==> config.mk <==
export PLATFORM = sky130hd
export DESIGN_NAME = alu_seq
export DESIGN_NICKNAME = d
export VERILOG_FILES = /design/src/rtl/alu_pkg.sv /design/src/rtl/alu_flag_gen.sv /design/src/rtl/alu_seq.sv
export SDC_FILE = /design/constraint.sdc
export NUM_CORES = 1
export LEC_CHECK = 0
export ABC_AREA = 1
export BUFFER_PORTS_ARGS = -buffer_cell sky130_fd_sc_hd__clkbuf_2
export CAP_MARGIN = 40
export CELL_PAD_IN_SITES_DETAIL_PLACEMENT = 1
export CELL_PAD_IN_SITES_GLOBAL_PLACEMENT = 2
export CORE_MARGIN = 10
export CORE_UTILIZATION = 30
export DETAILED_ROUTE_END_ITERATION = 16
export GPL_TIMING_DRIVEN = 0
export MAX_ROUTING_LAYER = met4
export PLACE_DENSITY_LB_ADDON = 0.12
export SLEW_MARGIN = 20
export SYNTH_ARGS = -nofsm -noshare
export SYNTH_HDL_FRONTEND = slang
export SYNTH_SLANG_ARGS = --single-unit
==> constraint.sdc <==
create_clock -name clk -period 3.8 [get_ports clk]
set_clock_uncertainty 0.2 [all_clocks]
set_input_delay 0.57 -clock clk [delete_from_list [all_inputs] [get_ports clk]]
set_output_delay 0.57 -clock clk [all_outputs]
set_load 0.02 [all_outputs]
==> src/rtl/alu_pkg.sv <==
// Shared definitions for the ALU issue controller: opcodes, op4 codes, PSR bit
// positions, sequencer states and the op4 decode helpers.
package alu_pkg;

  localparam logic [7:0] ALU_AND  = 8'h01;
  localparam logic [7:0] ALU_OR   = 8'h02;
  localparam logic [7:0] ALU_XOR  = 8'h03;
  localparam logic [7:0] ALU_NOT  = 8'h04;
  localparam logic [7:0] ALU_ADD  = 8'h05;
  localparam logic [7:0] ALU_ADDU = 8'h06;
  localparam logic [7:0] ALU_ADDC = 8'h07;
  localparam logic [7:0] ALU_SUB  = 8'h09;
  localparam logic [7:0] ALU_CMP  = 8'h0B;
  localparam logic [7:0] ALU_LSH  = 8'h84;
  localparam logic [7:0] ALU_RSH  = 8'h08;
  localparam logic [7:0] ALU_ALSH = 8'h0C;
  localparam logic [7:0] ALU_ARSH = 8'h0F;

  localparam logic [3:0] OP_AND  = 4'h0;
  localparam logic [3:0] OP_OR   = 4'h1;
  localparam logic [3:0] OP_XOR  = 4'h2;
  localparam logic [3:0] OP_NOT  = 4'h3;
  localparam logic [3:0] OP_ADD  = 4'h4;
  localparam logic [3:0] OP_ADDU = 4'h5;
  localparam logic [3:0] OP_ADDC = 4'h6;
  localparam logic [3:0] OP_SUB  = 4'h7;
  localparam logic [3:0] OP_CMP  = 4'h8;
  localparam logic [3:0] OP_LSH  = 4'h9;
  localparam logic [3:0] OP_RSH  = 4'hA;
  localparam logic [3:0] OP_ALSH = 4'hB;
  localparam logic [3:0] OP_ARSH = 4'hC;

  localparam int unsigned PSR_C = 0;
  localparam int unsigned PSR_L = 2;
  localparam int unsigned PSR_F = 5;
  localparam int unsigned PSR_Z = 6;
  localparam int unsigned PSR_N = 7;
  localparam logic [7:0]  PSR_MASK = 8'hE5;

  typedef enum logic [1:0] {IDLE, RD, EX, WB} state_e;

  function automatic logic op_legal(input logic [3:0] op4);
    return op4 <= OP_ARSH;
  endfunction

  function automatic logic op_is_shift(input logic [3:0] op4);
    return (op4 >= OP_LSH) && (op4 <= OP_ARSH);
  endfunction

  function automatic logic [7:0] op_decode(input logic [3:0] op4);
    logic [7:0] opc;
    case (op4)
      OP_AND:  opc = ALU_AND;
      OP_OR:   opc = ALU_OR;
      OP_XOR:  opc = ALU_XOR;
      OP_NOT:  opc = ALU_NOT;
      OP_ADD:  opc = ALU_ADD;
      OP_ADDU: opc = ALU_ADDU;
      OP_ADDC: opc = ALU_ADDC;
      OP_SUB:  opc = ALU_SUB;
      OP_CMP:  opc = ALU_CMP;
      OP_LSH:  opc = ALU_LSH;
      OP_RSH:  opc = ALU_RSH;
      OP_ALSH: opc = ALU_ALSH;
      OP_ARSH: opc = ALU_ARSH;
      default: opc = 8'h00;
    endcase
    return opc;
  endfunction

endpackage

==> src/rtl/alu_flag_gen.sv <==
// Next-PSR computation from the operands presented to the ALU. Ops that do not
// own any flag pass the old PSR through.
module alu_flag_gen
  import alu_pkg::*;
(
  input  logic [15:0] r1_i,
  input  logic [15:0] r2_i,
  input  logic [7:0]  opcode_i,
  input  logic        carry_in_i,
  input  logic [7:0]  psr_i,
  output logic [7:0]  psr_o
);

  logic [16:0] sum;

  always_comb begin
    psr_o = psr_i & PSR_MASK;
    sum   = '0;
    case (opcode_i)
      ALU_ADD, ALU_ADDC: begin
        sum = {1'b0, r1_i} + {1'b0, r2_i}
            + {16'b0, carry_in_i && (opcode_i == ALU_ADDC)};
        psr_o[PSR_C] = sum[16];
        psr_o[PSR_F] = (r1_i[15] == r2_i[15]) && (sum[15] != r1_i[15]);
      end
      ALU_SUB: begin
        sum = {1'b0, r1_i} + {1'b0, ~r2_i} + 17'd1;
        psr_o[PSR_C] = sum[16];
        psr_o[PSR_F] = (r1_i[15] != r2_i[15]) && (sum[15] != r1_i[15]);
      end
      ALU_CMP: begin
        psr_o[PSR_Z] = (r1_i == r2_i);
        psr_o[PSR_L] = (r1_i < r2_i);
        psr_o[PSR_N] = ($signed(r1_i) < $signed(r2_i));
        psr_o[PSR_C] = 1'b0;
        psr_o[PSR_F] = 1'b0;
      end
      default: ;
    endcase
  end

endmodule

==> src/rtl/alu_seq.sv <==
// Four-state issue controller: IDLE -> RD -> EX -> WB. Define ALU_SEQ_IMM_EN to let
// mode[3] replace the rs operand with the 4-bit immediate instr[7:4].
module alu_seq
  import alu_pkg::*;
(
  input  logic        clk,
  input  logic        rst_n,
  input  logic        instr_valid,
  output logic        instr_ready,
  input  logic [15:0] instr,
  output logic [3:0]  rf_raddr_a,
  output logic [3:0]  rf_raddr_b,
  input  logic [15:0] rf_rdata_a,
  input  logic [15:0] rf_rdata_b,
  output logic [15:0] alu_r1,
  output logic [15:0] alu_r2,
  output logic [7:0]  alu_opcode,
  input  logic [15:0] alu_rout,
  output logic        rf_we,
  output logic [3:0]  rf_waddr,
  output logic [15:0] rf_wdata,
  output logic [7:0]  psr,
  output logic        done,
  output logic        err
);

  state_e      state_q;
  logic [3:0]  op4_q, rd_q, rs_q, waddr_q;
  logic        imm_q;
  logic [15:0] r1_q, r2_q, wdata_q;
  logic [7:0]  opcode_q, psr_q;
  logic        we_q, done_q, err_q;

  logic        legal, shift;
  logic [15:0] opnd_b, ex_r1, ex_r2;
  logic [7:0]  psr_nxt;
  logic        unused_mode;

  assign legal = op_legal(op4_q);
  assign shift = op_is_shift(op4_q);

`ifdef ALU_SEQ_IMM_EN
  assign opnd_b      = imm_q ? {12'b0, rs_q} : rf_rdata_b;
  assign unused_mode = ^instr[2:0];
`else
  assign opnd_b      = rf_rdata_b;
  assign unused_mode = ^{instr[2:0], imm_q};
`endif

  // Shifts take the amount in r1 and the value in r2, hence the swap.
  assign ex_r1 = shift ? opnd_b : rf_rdata_a;
  assign ex_r2 = shift ? rf_rdata_a : opnd_b;

  alu_flag_gen u_flag_gen (
    .r1_i       (ex_r1),
    .r2_i       (ex_r2),
    .opcode_i   (opcode_q),
    .carry_in_i (psr_q[PSR_C]),
    .psr_i      (psr_q),
    .psr_o      (psr_nxt)
  );

  // Read data only arrives in EX, so operands bypass the hold register there.
  assign alu_r1      = (state_q == EX && legal) ? ex_r1 : r1_q;
  assign alu_r2      = (state_q == EX && legal) ? ex_r2 : r2_q;
  assign alu_opcode  = opcode_q;
  assign instr_ready = (state_q == IDLE);
  assign rf_raddr_a  = rd_q;
  assign rf_raddr_b  = rs_q;
  assign rf_we       = we_q;
  assign rf_waddr    = waddr_q;
  assign rf_wdata    = wdata_q;
  assign psr         = psr_q;
  assign done        = done_q;
  assign err         = err_q;

  always_ff @(posedge clk or negedge rst_n) begin
    if (!rst_n) begin
      state_q  <= IDLE;
      op4_q    <= '0;
      rd_q     <= '0;
      rs_q     <= '0;
      imm_q    <= 1'b0;
      r1_q     <= '0;
      r2_q     <= '0;
      opcode_q <= '0;
      waddr_q  <= '0;
      wdata_q  <= '0;
      psr_q    <= '0;
      we_q     <= 1'b0;
      done_q   <= 1'b0;
      err_q    <= 1'b0;
    end else begin
      we_q   <= 1'b0;
      done_q <= 1'b0;
      err_q  <= 1'b0;
      case (state_q)
        IDLE: begin
          if (instr_valid) begin
            op4_q   <= instr[15:12];
            rd_q    <= instr[11:8];
            rs_q    <= instr[7:4];
            imm_q   <= instr[3];
            state_q <= RD;
          end
        end
        RD: begin
          if (legal) opcode_q <= op_decode(op4_q);
          state_q <= EX;
        end
        EX: begin
          if (legal) begin
            r1_q    <= ex_r1;
            r2_q    <= ex_r2;
            waddr_q <= rd_q;
            wdata_q <= alu_rout;
            we_q    <= (op4_q != OP_CMP);
            psr_q   <= psr_nxt;
            done_q  <= 1'b1;
          end else begin
            err_q <= 1'b1;
          end
          state_q <= WB;
        end
        WB:      state_q <= IDLE;
        default: state_q <= IDLE;
      endcase
    end
  end

endmodule

==> qor.yml <==
outcome: "finished, final reports clean"
initial_utilization_pct: 30.7
cp_data_arrival_time_ns: 2.74
grt_pass1_vias: 4824
yosysWarningCount: 0
num_rows: 44
worst_ir_drop_vdd_v: 0.000469
dp_cells: 908
clockBufferDepth: 2
cts_hold_buffers: 0
wl_per_cell_um: 16.6
root_buffer: "clkbuf_16"
synth_area_leaders: "dfrtp_1 44%, nand2_1 17%, ha_1 6.5%, nor2_1 4.8%, inv_1 4.4%"
switching_share_pct: 49.4
die_area_um2: 20100
hold_path_class: "in2async"
insertion_delay_ns: 0.35
syn_avg_cell_area_um2: 7.65
crit_path_frequent_cell: "nor2_1"
io_pins: 147
postLayoutCoreUtil_pct: 39.4
slowest_stage: "dfrtp_1"
path_clk_slew_ns: 0.07
grt_usage_pct: 15.9
setup.worst_path.class: "reg2out"
end_kind: "primary output"
dieWidth_um: 142
cap_violations: 0
core_area_um2: 14500
numCtsBuffers: 9
drtIter0Drc: 159
finalNetCount: 825
setup_viol: 0
num_antenna_cells: 0
power_switching_mw: 2.74
required_ns: 3.03
netlist.area_leader.share_pct: 44.3
power_frac_comb_pct: 56.4
critPathMaxFanout: 10
hpwl_um: 12200
reg2reg_slack_ns: 0.89
synth_cell_type_count: 36
p_leak_nw: 3.17
grt_max_degree: 80
max_stage_delay_ns: 0.42
antenna_found_initial: 0
sequentialPowerShare_pct: 26.3
slew_violations: 0
grt.overflow.total: 0
final_cells: 924
rsz0062_at_grt: "no"
htreeDepth: 3
relSlewSlack_pct: 55.4
fmax_mhz: 285
ys_ff_latch: 79
cp_cell_sequence: "inv_1 -> ha_1 -> nor2_1 -> inv_1 -> nor2_1 -> nor2_1 -> clkbuf_4 -> clkbuf_2 -> a31oi_1 -> clkbuf_2"
n_fill_cell: 1852
total_power_mw: 5.55
yosysSeqAreaShare_pct: 44.3
clkSinkCount: 79
min_period_over_period_pct: 92.5
portBuffers: 136
via_count: 4331
gp_congestion: 0.823
fp.dieH_um: 142
cts_tree: "built"
dr.pass1.iters: 4
syn_inst: 583
netlist_area_um2: 4460
p_int_mw: 2.81
area_growth_pct: 28.5
start_kind: "flip-flop"
finalCriticalPeriod_ns: 3.51
p_per_area_nw_per_um2: 969
ant_nets: 0
layout-drive-gt1-share_pct: 25.8
finalHoldViolCount: 0
worst_pin_slew_ns: 0.669
avgViaCountPerCell: 4.69
grt_pass1_wl_um: 24600
wl_um: 15400
drc: 0
yosysTopAreaCell: "dfrtp_1"
power_frac_clock_pct: 17.3
==> worst max-delay path, delay by kind of cell (launching register included) <==
family / cells / cell delay (ns)
compound gates: 1 / 0.18
fa+ha+maj: 1 / 0.29
buf+inv: 5 / 1.08
flops: 1 / 0.42
simple gates: 3 / 0.42
==> power groups by stage <==
stage          Sequential (mW)  Clock (mW)  Combinational (mW)
4_1_cts                   1.47       0.984                3.22
2_1_floorplan             1.68           0                1.82
3_3_place_gp              1.46           0                3.15
3_5_place_dp              1.48           0                3.21
5_1_grt                   1.51        1.03                3.51
6_report                  1.46       0.958                3.13
==> per-layer routing <==
| metal | GRT usage, % | wire (um) |
|---|---|---|
| met5 | - | 0 |
| met3 | 5.47 | 866 |
| met2 | 27.7 | 7980 |
| met4 | 3.71 | 197 |
| met1 | 17.0 | 6320 |
==> cells by family after synthesis <==
group           synth area share [%]
flops                           44.3
compound gates                  12.6
other cells                   0.0841
mux                             1.01
buf+inv                         8.17
fa+ha+maj                       6.46
simple gates                    27.4
==> area by class of cell <==
type                    instances  area [um^2]  share of cell area, %
plain buffers                  25          168                   2.93
clock buffers                  10          229                   4.00
clock inverters                 6         91.3                   1.59
inverters                      55          206                   3.60
multi-input cells             429         2140                   37.3
flip-flops and latches         79         1980                   34.5
well taps                     184          230                   4.02
repair buffers                136          689                   12.0
==> stage by stage <==
stage / setup TNS (ns) / setup WS, ns / hold WS, ns / cell area, um^2
final: 0 / 0.286 / 0.0342 / 5730
after global routing: 0 / 0.00843 / 0.109 / 5730
after CTS: 0 / 0.00259 / 0.0924 / 5720
after detailed placement: -0.00642 / -0.00642 / 0.265 / 5400
after global placement: 0 / 0.0279 / 0.256 / 5390
after floorplan: 0 / 0.990 / 0.0744 / 4480
==> state kept, by name, indices dropped and copies added (netlist names) <==
name        flops
r1_q           16
r2_q           16
rf_wdata       16
alu_opcode      5
psr             5
op4_q           4
rf_raddr_a      4
rf_raddr_b      4
rf_waddr        4
state_q         2
done            1
err             1
rf_we           1
==> cell usage after synthesis <==
cell / count
inv_1: 52
a22oi_1: 1
mux2_2: 4
nand3_4: 1
a31oi_1: 8
o22a_1: 1
ha_1: 23
nand2_8: 1
nand3b_1: 4
o21a_4: 1
o21ai_1: 16
nor3_1: 9
nor2_1: 57
clkbuf_1: 12
buf_4: 7
buf_6: 5
buf_1: 1
inv_2: 2
conb_1: 1
a211oi_1: 1
nand2_1: 199
nor4_1: 1
or2_2: 1
nand2_2: 2
a21o_1: 1
o21ai_0: 35
o21ai_2: 4
o22ai_1: 1
dfrtp_1: 79
o21bai_1: 2
nand2_4: 1
o31ai_1: 1
a21oi_1: 22
nand3_1: 22
a21oi_2: 4
clkinv_1: 1
==> path summary, 6_finish.rpt <==
path                         startpoint      endpoint  cells past startpoint
setup / recovery               op4_q[0]     alu_r1[3]                     10
hold / removal                    rst_n       r2_q[4]                      1
setup reg to reg               op4_q[0]        psr[5]                     15
hold reg to reg            rf_wdata[13]  rf_wdata[13]                      2
max in group asynchronous         rst_n   rf_waddr[0]                      1
min in group clk            alu_rout[5]   rf_wdata[5]                      3
==> repair_timing <==
action / CTS / global route
cloned: 0 / 0
resized for setup: 2 / 12
endpoints found under the setup margin: 13 / 31
setup buffers: 0 / 0
==> layout by cell type, fill, tap and decap left out, types with 2 or more instances in the layout <==
cell type / netlist / layout
a21oi_1: 22 / 22
a21oi_2: 4 / 4
a31oi_1: 8 / 8
buf_4: 7 / 7
buf_6: 5 / 5
bufinv_16: 0 / 2
clkbuf_1: 12 / 8
clkbuf_16: 0 / 9
clkbuf_2: 0 / 140
conb_1: 1 / 6
dfrtp_1: 79 / 79
ha_1: 23 / 23
inv_1: 52 / 52
inv_2: 2 / 3
inv_6: 0 / 2
mux2_2: 4 / 4
nand2_1: 199 / 199
nand2_2: 2 / 2
nand3_1: 22 / 22
nand3b_1: 4 / 4
nor2_1: 57 / 57
nor3_1: 9 / 9
o21ai_0: 35 / 33
o21ai_1: 16 / 18
o21ai_2: 4 / 4
o21bai_1: 2 / 2
No activity file was read; power rests on OpenSTA's default activity.
